**src/rtl/gray_bin_conv_pipe.sv**
```systemverilog
// Pipelined Gray<->binary converter with valid/ready flow control and a sideband tag.
// Gray->binary runs a Sklansky prefix-XOR over the bit-reversed word, split across STAGES registers.
module gray_bin_conv_pipe #(
    parameter int WIDTH  = 8,
    parameter int STAGES = 2,
    parameter int TAG_W  = 4
) (
    input  logic             clk_i,
    input  logic             rst_ni,
    input  logic             in_valid_i,
    output logic             in_ready_o,
    input  logic [WIDTH-1:0] in_data_i,
    input  logic             in_mode_i,
    input  logic [TAG_W-1:0] in_tag_i,
    output logic             out_valid_o,
    input  logic             out_ready_i,
    output logic [WIDTH-1:0] out_data_o,
    output logic [TAG_W-1:0] out_tag_o
);

    localparam int M = $clog2(WIDTH);

    // Handshake: a stage advances when it is empty or the stage after it advances;
    // the last stage's successor is the consumer (out_ready_i). Words move only on advance.

    function automatic logic [WIDTH-1:0] f_rev(input logic [WIDTH-1:0] v);
        logic [WIDTH-1:0] r;
        r = '0;
        for (int i = 0; i < WIDTH; i++) begin
            r[i] = v[WIDTH-1-i];
        end
        return r;
    endfunction

    // Apply Sklansky levels [lo, hi): bit j with bit l set absorbs the top of its lower half-block.
    function automatic logic [WIDTH-1:0] f_levels(input logic [WIDTH-1:0] v, input int lo, input int hi);
        logic [WIDTH-1:0] cur;
        logic [WIDTH-1:0] nxt;
        cur = v;
        for (int l = 0; l < M; l++) begin
            nxt = cur;
            if (l >= lo && l < hi) begin
                for (int j = 0; j < WIDTH; j++) begin
                    if (((j >> l) & 1) == 1) begin
                        nxt[j] = cur[j] ^ cur[((j >> l) << l) - 1];
                    end
                end
            end
            cur = nxt;
        end
        return cur;
    endfunction

    logic [STAGES-1:0] w_valid;
    logic [STAGES-1:0] w_mode;
    logic [STAGES-1:0] w_adv;
    logic [WIDTH-1:0]  w_data [STAGES];
    logic [TAG_W-1:0]  w_tag  [STAGES];
    logic [WIDTH-1:0]  w_in_gray;

    assign w_in_gray = in_data_i ^ (in_data_i >> 1);

    for (genvar s = 0; s < STAGES; s++) begin : g_stage
        localparam int LO = s * M / STAGES;
        localparam int HI = (s + 1) * M / STAGES;

        logic             r_valid;
        logic [WIDTH-1:0] r_data;
        logic [TAG_W-1:0] r_tag;
        logic             r_mode;
        logic             w_nvalid;
        logic [WIDTH-1:0] w_ndata;
        logic [TAG_W-1:0] w_ntag;
        logic             w_nmode;

        // Binary->Gray words are finished in stage 1 and kept un-reversed from then on.
        if (s == 0) begin : g_first
            assign w_nvalid = in_valid_i;
            assign w_nmode  = in_mode_i;
            assign w_ntag   = in_tag_i;
            assign w_ndata  = in_mode_i ? w_in_gray : f_levels(f_rev(in_data_i), LO, HI);
        end else begin : g_next
            assign w_nvalid = w_valid[s-1];
            assign w_nmode  = w_mode[s-1];
            assign w_ntag   = w_tag[s-1];
            assign w_ndata  = w_mode[s-1] ? w_data[s-1] : f_levels(w_data[s-1], LO, HI);
        end

        always_ff @(posedge clk_i or negedge rst_ni) begin
            if (!rst_ni) begin
                r_valid <= 1'b0;
                r_data  <= '0;
                r_tag   <= '0;
                r_mode  <= 1'b0;
            end else if (w_adv[s]) begin
                r_valid <= w_nvalid;
                r_data  <= w_ndata;
                r_tag   <= w_ntag;
                r_mode  <= w_nmode;
            end
        end

        assign w_valid[s] = r_valid;
        assign w_mode[s]  = r_mode;
        assign w_data[s]  = r_data;
        assign w_tag[s]   = r_tag;
        // Unrolled ready chain: advance if the consumer is ready or any stage from here on is empty.
        assign w_adv[s]   = out_ready_i | ~(&w_valid[STAGES-1:s]);
    end

    assign in_ready_o  = w_adv[0];
    assign out_valid_o = w_valid[STAGES-1];
    assign out_tag_o   = w_tag[STAGES-1];
    // Gray->binary results sit bit-reversed in the pipe; undo that on the way out.
    assign out_data_o  = w_mode[STAGES-1] ? w_data[STAGES-1] : f_rev(w_data[STAGES-1]);

endmodule

```
**config.mk**
```make
export PLATFORM = sky130hd
export DESIGN_NAME = gray_bin_conv_pipe
export DESIGN_NICKNAME = d
export VERILOG_FILES = /design/src/rtl/gray_bin_conv_pipe.sv
export SDC_FILE = /design/constraint.sdc
export NUM_CORES = 1
export LEC_CHECK = 0
export CAP_MARGIN = 20
export CORE_MARGIN = 2
export CORE_UTILIZATION = 53
export CTS_CLUSTER_DIAMETER = 150
export DETAILED_ROUTE_END_ITERATION = 8
export GPL_ROUTABILITY_DRIVEN = 0
export HOLD_SLACK_MARGIN = 0.1
export PLACE_DENSITY = 0.84
export SYNTH_ARGS = -nofsm -noshare
export SYNTH_HDL_FRONTEND = slang
export SYNTH_SLANG_ARGS = --single-unit
```
**constraint.sdc**
```tcl
create_clock -name clk_i -period 2.15 [get_ports clk_i]
set_input_delay 0.215 -clock clk_i [delete_from_list [all_inputs] [get_ports clk_i]]
set_output_delay 0.215 -clock clk_i [all_outputs]
set_load 0.01 [all_outputs]
```
# After elaboration in Yosys (flattened, before gate mapping)
# Cells that the tools add are included.
# W data, S select, Z words.
# word_totals
register_bits	28
input_bits	17
word_cells	29
# classes
mux	3
bitwise_logic	17
reduce_logical	1
# ops
op	count
$mux W8	3
$xor A1 B1 Y1	12
$xor A8 B7 Y8	1
$not A1 Y1	2
$or A1 B1 Y1	2
$reduce_and A2 Y1	1

# Logic depth before layout (Yosys ltp)
# depth
ltp_word	3
ltp_mapped	5

# Least setup slack after synthesis
# OpenSTA, ideal clock, no wires.
# synth_path
path_type	reg2reg
start	register g_stage[1].r_valid (netlist: out_valid_o)
end	register g_stage[0].r_data[1]
setup_time_ns	0.125
arrival_ns	1.253
t_required_ns	2.025
setup_slack_ns	0.772
stages_incl_launch_ff	5
path_buffers	1
synth_period_minus_slack_ns	1.378
path_cell_list	dfrtp_1 -> and3b_1 -> buf_2 -> clkinv_1 -> mux2_2
# synth_between
elab_chain_len	3
# synth_lines
element	line	source
from (decl)	67	logic r_valid;
from (signal assigned)	96	r_valid <= w_nvalid;
$reduce_and A2 Y1	108	assign w_adv[s] = out_ready_i | ~(&w_valid[STAGES-1:s]);
$not A1 Y1	108	
$or A1 B1 Y1	108	
named net in_ready_o	11	output logic in_ready_o,
to (signal assigned)	97	r_data <= w_ndata;
to (decl)	68	logic [WIDTH-1:0] r_data;
# The timed path passes the listed nets, and every way through them passes these cells.
# A chain may end at the register's enable or synchronous reset.

# Worst setup path after layout
# layout_path
start	register g_stage[1].r_mode
end	output port out_data_o[2]
# layout_between
elab_chain_len	1
# layout_lines
element	line	source
from (decl)	70	logic r_mode;
from (signal assigned)	99	r_mode <= w_nmode;
$mux W8	115	assign out_data_o = w_mode[STAGES-1] ? w_data[STAGES-1] : f_rev(w_data[STAGES-1]);
to (decl)	17	output logic [WIDTH-1:0] out_data_o,
# No other way between the ends.

==> results by group <==
Yosys
  – Gate count of the mapped netlist: 125
  – Post-synthesis simple-gate area fraction: 11.68%
  – Cell Area, Synth: 1360 µm²
  – Largest family of logic cells by synthesized area: multiplexers
  – Adder-Cell Fraction of Synth Area: 0%
  – Synth unique cells: 22
  – Xor/xnor cell area share of the yosys netlist: roughly 8.1%
  – YS warnings: 0
  – Register area share after synthesis: between 50% and 60%
  – Yosys reg bits: 28
  – Compound-gate portion of the synthesized area: a little under a tenth
  – Syn_nets: between 100 and 150
  – Proportion of synthesized area in mux cells: 16.93%
  – Syn_area_per_cell: 10.88 µm²

Floorplan
  – CORE AREA: 2455 µm²
  – Die H: between 50 and 60 µm
  – Die width: about 55 µm
  – IO Pins: 31
  – Die area: around 3000 µm²
  – Initial core utilization: 55.40%
  – Row count: 18

CTS
  – H-tree depth: 1
  – Cells resized by post-CTS repair: 0
  – Clock sink count: 28
  – Root buffer cell: clkbuf_4
  – # hold bufs at CTS: 0
  – Clock-pin slew on the worst setup and hold paths: 0.17 ns
  – CTS tree: built
  – CTS Buf Count: 3
  – Post-CTS setup buffer count: 0
  – Worst-Skew Late Latency: 0.35 ns
  – Clk buf depth: 2

Global route
  – Vias in the first global route: just over 900
  – Initial antenna violation count: 0
  – Global route overflow: 0
  – Total GRT Usage: 18.74%
  – Global-route wire length before repair: 3905 µm
  – Largest net degree at the start of global routing: 29

Cells and area
  – Ant diodes: 0
  – Commonest non-fill, non-tap cell in the layout: clkdlybuf4s50_1
  – Multi-input gate area: 624.3 µm²
  – Fillers: between 150 and 200
  – Sequential cell area: ~700 µm²
  – Commonest non-fill, non-tap cells in the layout: clkdlybuf4s50_1, dfrtp_1, mux2_2, nand2_1, nor2_1
  – Core Util, Final: 71.41%
  – Final net count: 174
  – Non-Filler Instances: 186
  – Layout area overhead: 28.89%
  – Share of cells above drive strength 1: 15.38%

Timing
  – Setup TNS: 0 ns
  – Setup Viol. Count Final: 0
  – Fmax: 0.5009 GHz
  – Setup ws final: 0.1536 ns
  – Max transition margin: 67.26%
  – RSZ-0062 raised after global routing: false
  – Worst Skew: between 0.02 and 0.025 ns
  – Final Critical Period: roughly 2.0 ns
  – Final Slew Violations: 0
  – Final worst path period share: 92.86%
  – Least-Margin Pin Slew: 0.4912 ns
  – Final Hold Violating Endpoints: 0

Placement
  – HPWL Detailed: 1788 µm
  – Inst Count DP: 182
  – Setup WS pre-CTS: roughly 0.48 ns
  – Buffers on Ports: 30

Power
  – Worst vdd ir: 0.0005238 V
  – Sw Share: around 28%
  – P_int: 1.107 mW
  – Net Sw Power: 0.4277 mW
  – Seq pwr share: a little under half
  – Power density cells: 875.4 nW/µm²
  – Comb pwr share: 31.5%
  – Clock share of power: 23.1%
  – Static Leak: 0.7591 nW

Routing
  – Residual DRC: 0
  – DR pass1 iterations: 4
  – Drt initial violations: 10
  – Detail Route Antenna Nets: 0
  – Wire per inst: 12.91 µm
  – Via-to-Cell Ratio: roughly 5.3
  – Vias after detailed routing: 978
  – Final wirelength: ~2400 µm

Worst setup path
  – Critical path launch point type: flop
  – R2r setup slk: 0.71 ns
  – Critical Path RT: 1.93 ns
  – Reg2Reg Depth: 3
  – R2R Path End: g_stage[1].r_data[6]
  – Nature of the critical path endpoint: primary output
  – Crit Path Class: reg -> out
  – Worst-path fanout max: 9
  – Arrival @ worst endpoint: 1.78 ns
  – Reg2reg start: g_stage[0].r_data[1]

Run status
  – Status: completed

Hold path
  – Hold WC Path Type: in -> async

Flow run
  – MaxCap Viol Count: 0
## flip-flops by register name, summed over array words and instances (netlist names)
name             count
g_stage.r_data      16
g_stage.r_mode       2
g_stage.r_tag        4
g_stage.r_valid      1
out_tag_o            4
out_valid_o          1
## layer usage
| layer | GRT usage (%) | up-vias | wire length [µm] |
|---|---|---|---|
| met1 | 24.73 | 454 | 1097 |
| met3 | 2.459 | 7 | 93 |
| li1 | - | 493 | - |
| met4 | 11.67 | 0 | 67 |
| met2 | 28.97 | 24 | 1143 |
| met5 | 0 | - | 0 |
## power by group through the flow
stage               Sequential [mW]  Combinational [mW]  Clock, mW
floorplan                     0.683               0.278          0
global placement              0.700               0.471          0
detailed placement            0.710               0.485          0
CTS                           0.699               0.490      0.358
global route                  0.714               0.530      0.374
finish                        0.698               0.483      0.354
## cell usage after synthesis
| library cell | instances | area (µm²) |
|---|---|---|
| dfrtp_1 | 28 | 700.7 |
| mux2_2 | 16 | 180.2 |
| nand2_1 | 16 | 60.06 |
| nor2_1 | 9 | 33.78 |
| o21ai_0 | 8 | 40.04 |
| xnor2_1 | 6 | 52.55 |
| clkbuf_1 | 5 | 18.77 |
| mux2i_1 | 5 | 50.05 |
| a31oi_1 | 4 | 25.02 |
| or3_1 | 4 | 25.02 |
| xor2_1 | 4 | 35.03 |
| a211oi_1 | 3 | 22.52 |
| a21o_1 | 3 | 22.52 |
| a21oi_1 | 3 | 15.01 |
| nand2b_1 | 3 | 18.77 |
| nor2b_1 | 2 | 12.51 |
| and3b_1 | 1 | 8.760 |
| buf_1 | 1 | 3.750 |
| buf_2 | 1 | 5.000 |
| clkinv_1 | 1 | 3.750 |
| inv_1 | 1 | 3.750 |
| xnor3_1 | 1 | 22.52 |
## how the worst max path moves through the flow
stage	startpoint	to	slack (ns)
detailed placement	out_ready_i	in_ready_o	0.48
global route	g_stage[1].r_mode	out_data_o[2]	0.06
finish	g_stage[1].r_mode	out_data_o[2]	0.15
global placement	out_ready_i	in_ready_o	0.47
floorplan	out_valid_o	g_stage[0].r_data[1]	0.77
CTS	g_stage[1].r_mode	out_data_o[0]	0.13
## critical path, cell delays in order (launching register included)
cell             delay, ns
dfrtp_1               0.58
mux2_2                0.38
clkdlybuf4s50_1       0.47
## logic make-up (layout without fill, tap and decap cells)
family | Yosys count | count (layout)
AND/OR/NAND/NOR | 35 | 35
flip-flops | 28 | 28
AO/OA/AOI/OAI | 21 | 21
multiplexers | 21 | 21
XOR/XNOR | 11 | 11
buffers and inverters | 9 | 40
## per-stage QoR
stage               total power [mW]  hold slack [ns]  cell area, µm²
CTS                            1.547           0.2317            1753
floorplan                     0.9615         -0.08059            1360
global route                   1.618           0.2632            1753
global placement               1.171           0.4466            1700
detailed placement             1.195           0.4542            1700
finish                         1.535           0.2143            1753
## cell type report
type                    count  share of cell area [%]
inverters                   2                  0.4283
repair buffers             34                   18.84
clock inverters             1                   1.713
multi-input cells          88                   35.62
flip-flops and latches     28                   39.97
clock buffers               3                   1.285
well taps                  30                   2.141
Note: power is estimated with default switching activity, not from simulation.
